**config.mk**
```make
export PLATFORM = sky130hd
export DESIGN_NAME = flash_sample_loader_flat
export DESIGN_NICKNAME = d
export VERILOG_FILES = /design/src/rtl/flash_sample_loader_if.sv /design/src/rtl/flash_sample_loader.sv /design/src/flat_wrapper.sv
export SDC_FILE = /design/constraint.sdc
export NUM_CORES = 1
export LEC_CHECK = 0
export ABC_AREA = 1
export BUFFER_PORTS_ARGS = -buffer_cell sky130_fd_sc_hd__buf_4
export CAP_MARGIN = 15
export CELL_PAD_IN_SITES_DETAIL_PLACEMENT = 0
export CELL_PAD_IN_SITES_GLOBAL_PLACEMENT = 1
export CORE_MARGIN = 4
export CORE_UTILIZATION = 44
export CTS_BUF_LIST = sky130_fd_sc_hd__clkbuf_4 sky130_fd_sc_hd__clkbuf_8
export CTS_CLUSTER_DIAMETER = 100
export DETAILED_ROUTE_END_ITERATION = 8
export PLACE_DENSITY_LB_ADDON = 0.15
export SETUP_SLACK_MARGIN = 0.3
export SYNTH_ARGS = -nofsm -noshare
export SYNTH_HDL_FRONTEND = slang
export SYNTH_SLANG_ARGS = --single-unit
```
**constraint.sdc**
```tcl
create_clock -name clk -period 3.7 [get_ports clk]
set_input_delay 0.37 -clock clk [delete_from_list [all_inputs] [get_ports clk]]
set_output_delay 0.37 -clock clk [all_outputs]
set_load 0.005 [all_outputs]
```
**src/rtl/flash_sample_loader_if.sv**
```systemverilog
// Control and bus signals of flash_sample_loader, grouped for a single port.
// master = loader side; slave = environment (flash controller, sample RAM, controller).
interface flash_sample_loader_if #(
    parameter int SAMPLE_W = 16,
    parameter int MEM_AW   = 8,
    parameter int FLASH_AW = 23
);
    logic                start;
    logic [FLASH_AW-1:0] start_addr;
    logic                busy;
    logic                done;

    logic                flash_mem_read;
    logic [FLASH_AW-1:0] flash_mem_address;
    logic [3:0]          flash_mem_byteenable;
    logic                flash_mem_waitrequest;
    logic [31:0]         flash_mem_readdata;
    logic                flash_mem_readdatavalid;

    logic [MEM_AW-1:0]   s_mem_address;
    logic [SAMPLE_W-1:0] s_mem_data;
    logic                s_mem_wren;

    modport master (
        input  start, start_addr,
        input  flash_mem_waitrequest, flash_mem_readdata, flash_mem_readdatavalid,
        output busy, done,
        output flash_mem_read, flash_mem_address, flash_mem_byteenable,
        output s_mem_address, s_mem_data, s_mem_wren
    );

    modport slave (
        output start, start_addr,
        output flash_mem_waitrequest, flash_mem_readdata, flash_mem_readdatavalid,
        input  busy, done,
        input  flash_mem_read, flash_mem_address, flash_mem_byteenable,
        input  s_mem_address, s_mem_data, s_mem_wren
    );
endinterface

```
**src/rtl/flash_sample_loader.sv**
```systemverilog
// Copies 2^MEM_AW/SPW flash words into sample memory, SPW samples per word, low lane first.
// Define FLASH_LOADER_OFFSET_BIN_EN to invert each sample MSB (two's complement -> offset binary).
module flash_sample_loader #(
    parameter int SAMPLE_W = 16,
    parameter int MEM_AW   = 8,
    parameter int FLASH_AW = 23
) (
    input  logic                  clk,
    input  logic                  rst,
    flash_sample_loader_if.master bus
);
    localparam int SPW   = 32 / SAMPLE_W;
    localparam int WORDS = (1 << MEM_AW) / SPW;
    localparam logic [1:0]        LAST_LANE = 2'(SPW - 1);
    localparam logic [MEM_AW-1:0] LAST_WORD = MEM_AW'(WORDS - 1);

    typedef enum logic [2:0] {S_IDLE, S_REQ, S_WAIT, S_WRITE, S_DONE} state_t;

    state_t              state_q, state_d;
    logic [FLASH_AW-1:0] addr_q, addr_d;
    logic                read_q, read_d;
    logic                busy_q, busy_d;
    logic                done_q, done_d;
    logic                wren_q, wren_d;
    logic [1:0]          lane_q, lane_d;
    logic [MEM_AW-1:0]   word_q, word_d;
    logic [MEM_AW-1:0]   smp_q, smp_d;
    logic [SAMPLE_W-1:0] data_q, data_d;
    logic [31:0]         hold_q, hold_d;

    function automatic logic [SAMPLE_W-1:0] lane_sample(input logic [31:0] word,
                                                        input logic [1:0]  lane);
        logic [SAMPLE_W-1:0] s;
        s = SAMPLE_W'(word >> (int'(lane) * SAMPLE_W));
`ifdef FLASH_LOADER_OFFSET_BIN_EN
        s[SAMPLE_W-1] = ~s[SAMPLE_W-1];
`endif
        return s;
    endfunction

    always_comb begin
        state_d = state_q;
        addr_d  = addr_q;
        read_d  = read_q;
        busy_d  = busy_q;
        done_d  = 1'b0;
        wren_d  = 1'b0;
        lane_d  = lane_q;
        word_d  = word_q;
        smp_d   = smp_q;
        data_d  = data_q;
        hold_d  = hold_q;
        unique case (state_q)
            S_IDLE: begin
                if (bus.start) begin
                    state_d = S_REQ;
                    addr_d  = bus.start_addr;
                    smp_d   = '0;
                    word_d  = '0;
                    read_d  = 1'b1;
                    busy_d  = 1'b1;
                end
            end
            S_REQ: begin
                if (read_q && !bus.flash_mem_waitrequest) begin
                    read_d  = 1'b0;
                    state_d = S_WAIT;
                end
            end
            S_WAIT: begin
                // Lane 0 is issued straight from the bus so the first write lands one cycle after valid.
                if (bus.flash_mem_readdatavalid) begin
                    hold_d  = bus.flash_mem_readdata;
                    data_d  = lane_sample(bus.flash_mem_readdata, 2'd0);
                    wren_d  = 1'b1;
                    lane_d  = 2'd0;
                    state_d = S_WRITE;
                end
            end
            S_WRITE: begin
                smp_d = smp_q + MEM_AW'(1);
                if (lane_q == LAST_LANE) begin
                    addr_d = addr_q + FLASH_AW'(1);
                    if (word_q == LAST_WORD) begin
                        state_d = S_DONE;
                        done_d  = 1'b1;
                        busy_d  = 1'b0;
                    end else begin
                        word_d  = word_q + MEM_AW'(1);
                        read_d  = 1'b1;
                        state_d = S_REQ;
                    end
                end else begin
                    lane_d = lane_q + 2'd1;
                    data_d = lane_sample(hold_q, lane_q + 2'd1);
                    wren_d = 1'b1;
                end
            end
            S_DONE:  state_d = S_IDLE;
            default: state_d = S_IDLE;
        endcase
    end

    always_ff @(posedge clk or posedge rst) begin
        if (rst) begin
            state_q <= S_IDLE;
            addr_q  <= '0;
            read_q  <= 1'b0;
            busy_q  <= 1'b0;
            done_q  <= 1'b0;
            wren_q  <= 1'b0;
            lane_q  <= 2'd0;
            word_q  <= '0;
            smp_q   <= '0;
            data_q  <= '0;
        end else begin
            state_q <= state_d;
            addr_q  <= addr_d;
            read_q  <= read_d;
            busy_q  <= busy_d;
            done_q  <= done_d;
            wren_q  <= wren_d;
            lane_q  <= lane_d;
            word_q  <= word_d;
            smp_q   <= smp_d;
            data_q  <= data_d;
        end
    end

    // Holding register is pure datapath; it is always loaded before it is read.
    always_ff @(posedge clk) begin
        hold_q <= hold_d;
    end

    assign bus.busy                 = busy_q;
    assign bus.done                 = done_q;
    assign bus.flash_mem_read       = read_q;
    assign bus.flash_mem_address    = addr_q;
    assign bus.flash_mem_byteenable = 4'b1111;
    assign bus.s_mem_address        = smp_q;
    assign bus.s_mem_data           = data_q;
    assign bus.s_mem_wren           = wren_q;
endmodule

```
**src/flat_wrapper.sv**
```systemverilog
// flat-port wrapper written by rule: the top's interface ports become plain ports
module flash_sample_loader_flat 
#(
    parameter int SAMPLE_W = 16,
    parameter int MEM_AW   = 8,
    parameter int FLASH_AW = 23
)
  (clk, rst, bus_start, bus_start_addr, bus_flash_mem_waitrequest, bus_flash_mem_readdata, bus_flash_mem_readdatavalid, bus_busy, bus_done, bus_flash_mem_read, bus_flash_mem_address, bus_flash_mem_byteenable, bus_s_mem_address, bus_s_mem_data, bus_s_mem_wren);
  flash_sample_loader_if #(.SAMPLE_W(SAMPLE_W), .MEM_AW(MEM_AW), .FLASH_AW(FLASH_AW)) bus_i ();
  input  logic clk;
  input  logic rst;
  input wire logic [$bits(bus_i.start)-1:0] bus_start;
  input wire logic [$bits(bus_i.start_addr)-1:0] bus_start_addr;
  input wire logic [$bits(bus_i.flash_mem_waitrequest)-1:0] bus_flash_mem_waitrequest;
  input wire logic [$bits(bus_i.flash_mem_readdata)-1:0] bus_flash_mem_readdata;
  input wire logic [$bits(bus_i.flash_mem_readdatavalid)-1:0] bus_flash_mem_readdatavalid;
  output wire logic [$bits(bus_i.busy)-1:0] bus_busy;
  output wire logic [$bits(bus_i.done)-1:0] bus_done;
  output wire logic [$bits(bus_i.flash_mem_read)-1:0] bus_flash_mem_read;
  output wire logic [$bits(bus_i.flash_mem_address)-1:0] bus_flash_mem_address;
  output wire logic [$bits(bus_i.flash_mem_byteenable)-1:0] bus_flash_mem_byteenable;
  output wire logic [$bits(bus_i.s_mem_address)-1:0] bus_s_mem_address;
  output wire logic [$bits(bus_i.s_mem_data)-1:0] bus_s_mem_data;
  output wire logic [$bits(bus_i.s_mem_wren)-1:0] bus_s_mem_wren;
  assign bus_i.start = bus_start;
  assign bus_i.start_addr = bus_start_addr;
  assign bus_i.flash_mem_waitrequest = bus_flash_mem_waitrequest;
  assign bus_i.flash_mem_readdata = bus_flash_mem_readdata;
  assign bus_i.flash_mem_readdatavalid = bus_flash_mem_readdatavalid;
  assign bus_busy = bus_i.busy;
  assign bus_done = bus_i.done;
  assign bus_flash_mem_read = bus_i.flash_mem_read;
  assign bus_flash_mem_address = bus_i.flash_mem_address;
  assign bus_flash_mem_byteenable = bus_i.flash_mem_byteenable;
  assign bus_s_mem_address = bus_i.s_mem_address;
  assign bus_s_mem_data = bus_i.s_mem_data;
  assign bus_s_mem_wren = bus_i.s_mem_wren;
  flash_sample_loader #(.SAMPLE_W(SAMPLE_W), .MEM_AW(MEM_AW), .FLASH_AW(FLASH_AW)) u_core (.clk(clk), .rst(rst), .bus(bus_i));
endmodule
```
Word-level counts from Yosys, hierarchy flattened
Index checks and enable logic that the tools add are counted.
{ "classes": {"mux": 34, "shift": 1, "eq_ne": 12, "reduce_logical": 14, "add_sub_neg": 4} }
{ "op_table": {"columns": ["operator", "count"], "rows": [
  ["23-bit two-way mux", 2],
  ["23-bit case mux with 2 select lines", 1],
  ["16-bit two-way mux", 2],
  ["16-bit case mux with 2 select lines", 1],
  ["8-bit case mux with 2 select lines", 2],
  ["32-bit by 6-bit >> shifter with 16-bit output", 1],
  ["8-bit two-way mux", 3],
  ["23-bit by 1-bit adder with 23-bit output, second input constant", 1],
  ["8-bit by 1-bit adder with 8-bit output, second input constant", 2],
  ["3-bit two-way mux", 5],
  ["3-bit case mux with 4 select lines", 1],
  ["4-bit AND reduction", 3],
  ["1-bit two-way mux", 11],
  ["8-bit by 7-bit == test with 1-bit output, second input constant", 1],
  ["2-bit != test, second input constant", 4],
  ["3-bit by 2-bit == test with 1-bit output, second input constant", 2],
  ["2-bit by 1-bit != test with 1-bit output, second input constant", 3],
  ["3-bit AND reduction", 2],
  ["5-bit AND reduction", 1],
  ["2-bit two-way mux", 2],
  ["1-bit case mux with 2 select lines", 2],
  ["2-bit case mux with 2 select lines", 1],
  ["2-bit AND reduction", 2],
  ["2-bit nonzero test", 2],
  ["other kinds (8)", 8]
]} }
{ "word_totals": {"ff_bits": 96, "inputBits": 60} }

Depth between registers and ports, before layout
{ "depth": {"ltp_word": 4, "ltp_mapped": 10} }

Worst setup path before layout
No wires, ideal clock.
{ "synth_timing": {"path_type": "flip-flop to flip-flop", "from": "register u_core.state_q[0]", "to": "register u_core.hold_q[0] (enable)", "arrival_ns": 1.337, "n_path_buf": 0, "setup_time_ns": 0.387, "path_slack_ns": 1.976, "stages_incl_launch_ff": 4, "path_cell_list": "dfrtp_1 > nor2_1 > nand3_1 > inv_1"} }
{ "synth_between": {"elab_chain_len": 2} }
{ "synth_rtl": {"columns": ["element", "line", "rtl"], "rows": [
  ["start: declaration", "flash_sample_loader.sv:19", "state_t state_q, state_d;"],
  ["start signal: assignment", "flash_sample_loader.sv:117", "state_q <= state_d;"],
  ["3-bit by 2-bit == test with 1-bit output", "flash_sample_loader.sv:53", "unique case (state_q)"],
  ["2-bit AND reduction (no source line)", null, null],
  ["end signal: assignment", "flash_sample_loader.sv:132", "hold_q <= hold_d;"],
  ["end: declaration", "flash_sample_loader.sv:29", "logic [31:0] hold_q, hold_d;"]
]} }
No other way between the ends.
A chain may end at the register's enable or synchronous reset.

Worst setup path in the final report
{ "layout_timing": {"from": "register u_core.lane_q[0]", "to": "register u_core.word_q[0]"} }
{ "layout_between": {"elab_chain_len": 3} }
{ "layout_rtl": {"columns": ["element", "line", "rtl"], "rows": [
  ["start: declaration", "flash_sample_loader.sv:25", "logic [1:0] lane_q, lane_d;"],
  ["start signal: assignment", "flash_sample_loader.sv:123", "lane_q <= lane_d;"],
  ["2-bit by 1-bit == test with 1-bit output", "flash_sample_loader.sv:82", "if (lane_q == LAST_LANE) begin"],
  ["2-bit by 1-bit != test with 1-bit output (no source line)", null, null],
  ["4-bit AND reduction (no source line)", null, null],
  ["end signal: assignment", "flash_sample_loader.sv:124", "word_q <= word_d;"],
  ["end: declaration", "flash_sample_loader.sv:26", "logic [MEM_AW-1:0] word_q, word_d;"]
]} }
No other way between the ends.

==> impl_results.md <==
* Mux contribution to synthesized area at 0%
* Drt total wl at 12670 µm
* Die Wd at ~110 µm
* Worst r2r dst: u_core.word_q[0]
* HPWL Detailed at 8894 µm
* Io pins at 115
* CTS sink cnt at between 90 and 100
* Min-delay worst type: in -> async
* Post-Place Cells at between 800 and 900
* Final setup fails at 0
* R2R Path Start: u_core.lane_q[0]
* Maximum vdd drop at 516.4 µV
* Cts bufs inserted at 9
* Filler cell count at 1049
* Hold-fix buffers, CTS at 0
* ANT nets after route at 0
* Final #Nets at 799
* Ant diodes at 0
* Yosys warns at 0
* Number of port buffers at 110
* Xor-xnor portion of the synthesized cell area at ~1.1%
* Slowest CP cell: dfrtp_1
* CTS tree: done
* Final period utilization at between 60 and 70%
* Worst path max stage delay at 0.77 ns
* Synth top area cells: dfrtp_1, edfxtp_1, nand2_1
* Largest family of logic cells by synthesized area: simple AND/OR/NAND/NOR gates
* Largest area contributor in the synthesized netlist: dfrtp_1
* Final slew viol count at 0
* Share of cells above drive strength 1 at 19.73%
* Std-Cell Rows at 38
* Area Growth Syn to Fin at 22.68%
* Vias in the first global route at 4192
* Yosys top cell area share at between 30% and 40%
* Seq/Total Area, Yosys at 51.73%
* Synthesized area at 4954 µm²
* Area occupied by multi-input gates at 2037 µm²
* Setup TNS at 0 ns
* Clk_skew at 0.01132 ns
* Initial DRT Pass Iterations at 5
* Final std cells w/o fill at 880
* Vias/cell at 5.058
* R2R cell count at 6
* Die area at 13020 µm²
* Core area at roughly 11000 µm²
* Worst EP required at 3.95 ns
* Seq cells post-synth at 96
* Root buf cell: clkbuf_8
* Drt wl/cell at 14.40 µm
* Clk slew on worst S/H paths at 0.10 ns
* Max Cap Viol at 0
* Crit. End Element: flip-flop
* GPL Wtd Cong at 0.8668
* Initial Util at 45.30%
* Fin. Hold Viols at 0
* Synth Area in Compound Gates at approximately 8%
* Synth Instances at 632
* Grt ovf at 0
* Via count at ~4500
* Total GRT Usage at 20.01%
* Chip Height at between 100 and 150 µm
* CTS resizes at 0
* Crit Path Max Fanout at 18
* Worst-case clock buffer depth at 2
* Largest net degree at the start of global routing at 46
* Storage element area at 2562 µm²
* Startpoint type of the worst setup path: flip-flop
* Least-Margin Pin Slew at 0.8115 ns
* R2R Setup Slk at 1.45 ns
* Synth Area in Simple Gates at a little under a third
* Critical path class: reg -> reg
* Drt drc at 0
* Skew-Pair Late Insertion Delay at 0.37 ns
* Initial antenna violation count at 0
* Crit path cell chain: ha_1 -> nor2_4 -> a21oi_4 -> nand2_2 -> inv_1 -> o21ai_0
* Post-CTS setup buffers at 0
* Relative slew slack at 45.82%
* Power density cells at 740.2 nW/µm²
* Crit path DAT at 2.50 ns
* Setup repair after global routing missed its margin: false
* Unique cell type count in the Yosys netlist at 36
* Adder-Cell Fraction of Synth Area at 1.010%
* Leak at 2.920 nW
* Maximum clock frequency at 443.5 MHz
* H-tree lvl count at 3
* Mean Syn Cell Area at 7.838 µm²
* DRT iter0 DRCs at roughly 360
* Global-route wire length before repair at 20880 µm
* Minimum clock period at ~2.3 ns
* Final core utilization at 55.57%
* Status: finished clean
==> synthesized netlist by cell type <==
library cell,number
o22ai_1,1
xor2_1,4
o21ai_0,33
or2_2,1
inv_1,58
a21oi_4,1
buf_6,1
a31oi_1,17
nand2_1,220
nor2_1,91
nand3_4,1
conb_1,1
xnor2_1,2
nor3_1,3
o21bai_1,1
nor2_2,1
nor2_4,1
o21a_1,1
nand3b_1,2
o32ai_1,1
dfrtp_1,64
clkinv_1,1
o211ai_1,2
o31ai_1,2
nand4_1,4
buf_4,6
a21oi_1,5
ha_1,4
inv_2,3
o21ai_2,3
nand2_2,3
nand3_1,43
nand2_4,2
clkbuf_1,7
edfxtp_1,32
buf_2,10
==> layout make-up <==
| type | count | area share [%] |
|---|---|---|
| inverters | 62 | 3.830 |
| well taps | 140 | 2.882 |
| clock buffers | 11 | 2.285 |
| repair buffers | 113 | 13.96 |
| clock inverters | 5 | 1.359 |
| flip-flops and latches | 96 | 42.17 |
| multi-input cells | 453 | 33.52 |
==> report_power, final <==
part           internal, W  total (W)  leakage, nW  switching, W
combinational     0.000773    0.00194         1.72       0.00117
clock             0.000399   0.000780        0.115      0.000381
sequential         0.00143    0.00178         1.08      0.000346
==> critical path, delay by kind of cell, from the launching register on <==
family / cells / cell delay (ns)
flops: 1 / 0.77
fa+ha+maj: 1 / 0.34
buf+inv: 1 / 0.16
simple gates: 2 / 0.36
compound gates: 2 / 0.49
==> sequential cells by signal, indices dropped and copies added, names as in the netlist <==
register                      flops
u_core.state_q                    3
u_core.lane_q                     2
u_core.word_q                     8
u_core.hold_q                    32
u_core.bus.flash_mem_read         1
u_core.bus.s_mem_data            16
u_core.bus.busy                   1
u_core.bus.s_mem_address          8
u_core.bus.flash_mem_address     23
u_core.bus.s_mem_wren             1
u_core.bus.done                   1
==> placed cells by master, fill, tap and decap left out, types with 2 or more instances in the layout <==
cell type	netlist	routed
nand2_4	2	2
conb_1	1	4
nand2_1	220	220
edfxtp_1	32	32
nor3_1	3	3
o211ai_1	2	2
a31oi_1	17	17
clkbuf_8	0	9
o31ai_1	2	2
nand3_1	43	43
buf_4	6	113
xnor2_1	2	2
ha_1	4	4
dfrtp_1	64	64
inv_2	3	4
clkbuf_4	0	2
nand2_2	3	3
nand3b_1	2	2
o21ai_0	33	33
nand4_1	4	4
inv_1	58	57
o21ai_2	3	3
xor2_1	4	4
bufinv_16	0	2
nor2_1	91	91
a21oi_1	5	5
==> cell families after synthesis <==
family / Yosys count
compound gates: 67
xor+xnor: 6
fa+ha+maj: 4
buf+inv: 86
flops: 96
other cells: 1
simple gates: 372
==> stage by stage <==
stage	area, µm²	hold WS [ns]	setup slack [ns]	power [W]
2_1_floorplan	4965	0.4689	1.732	0.002997
3_3_place_gp	5856	0.4939	1.534	0.003688
3_5_place_dp	5856	0.5026	1.443	0.003751
4_1_cts	6077	0.1487	1.424	0.004535
5_1_grt	6077	0.1422	1.266	0.004901
6_report	6077	0.1414	1.445	0.004498
==> per-layer routing <==
| metal | up-vias | global-route usage, % | wire (µm) | part of all wire (%) |
|---|---|---|---|---|
| met2 | 113 | 30.21 | 5746 | 45 |
| li1 | 2216 | - | - | - |
| met3 | 15 | 3.911 | 651 | 5.1 |
| met1 | 2107 | 29.13 | 6086 | 48 |
| met5 | - | 0 | 0 | 0 |
| met4 | 0 | 6.334 | 184 | 1.5 |
==> worst max path at each step <==
stage,slack (ns),from,end
2_1_floorplan,1.73,rst,u_core.bus.busy
3_3_place_gp,1.53,u_core.state_q[2],u_core.bus.flash_mem_address[11]
3_5_place_dp,1.44,u_core.lane_q[0],u_core.word_q[0]
4_1_cts,1.42,u_core.lane_q[0],u_core.word_q[0]
5_1_grt,1.27,u_core.lane_q[0],u_core.word_q[3]
6_report,1.45,u_core.lane_q[0],u_core.word_q[0]
Note: power is estimated with default switching activity, not from simulation.
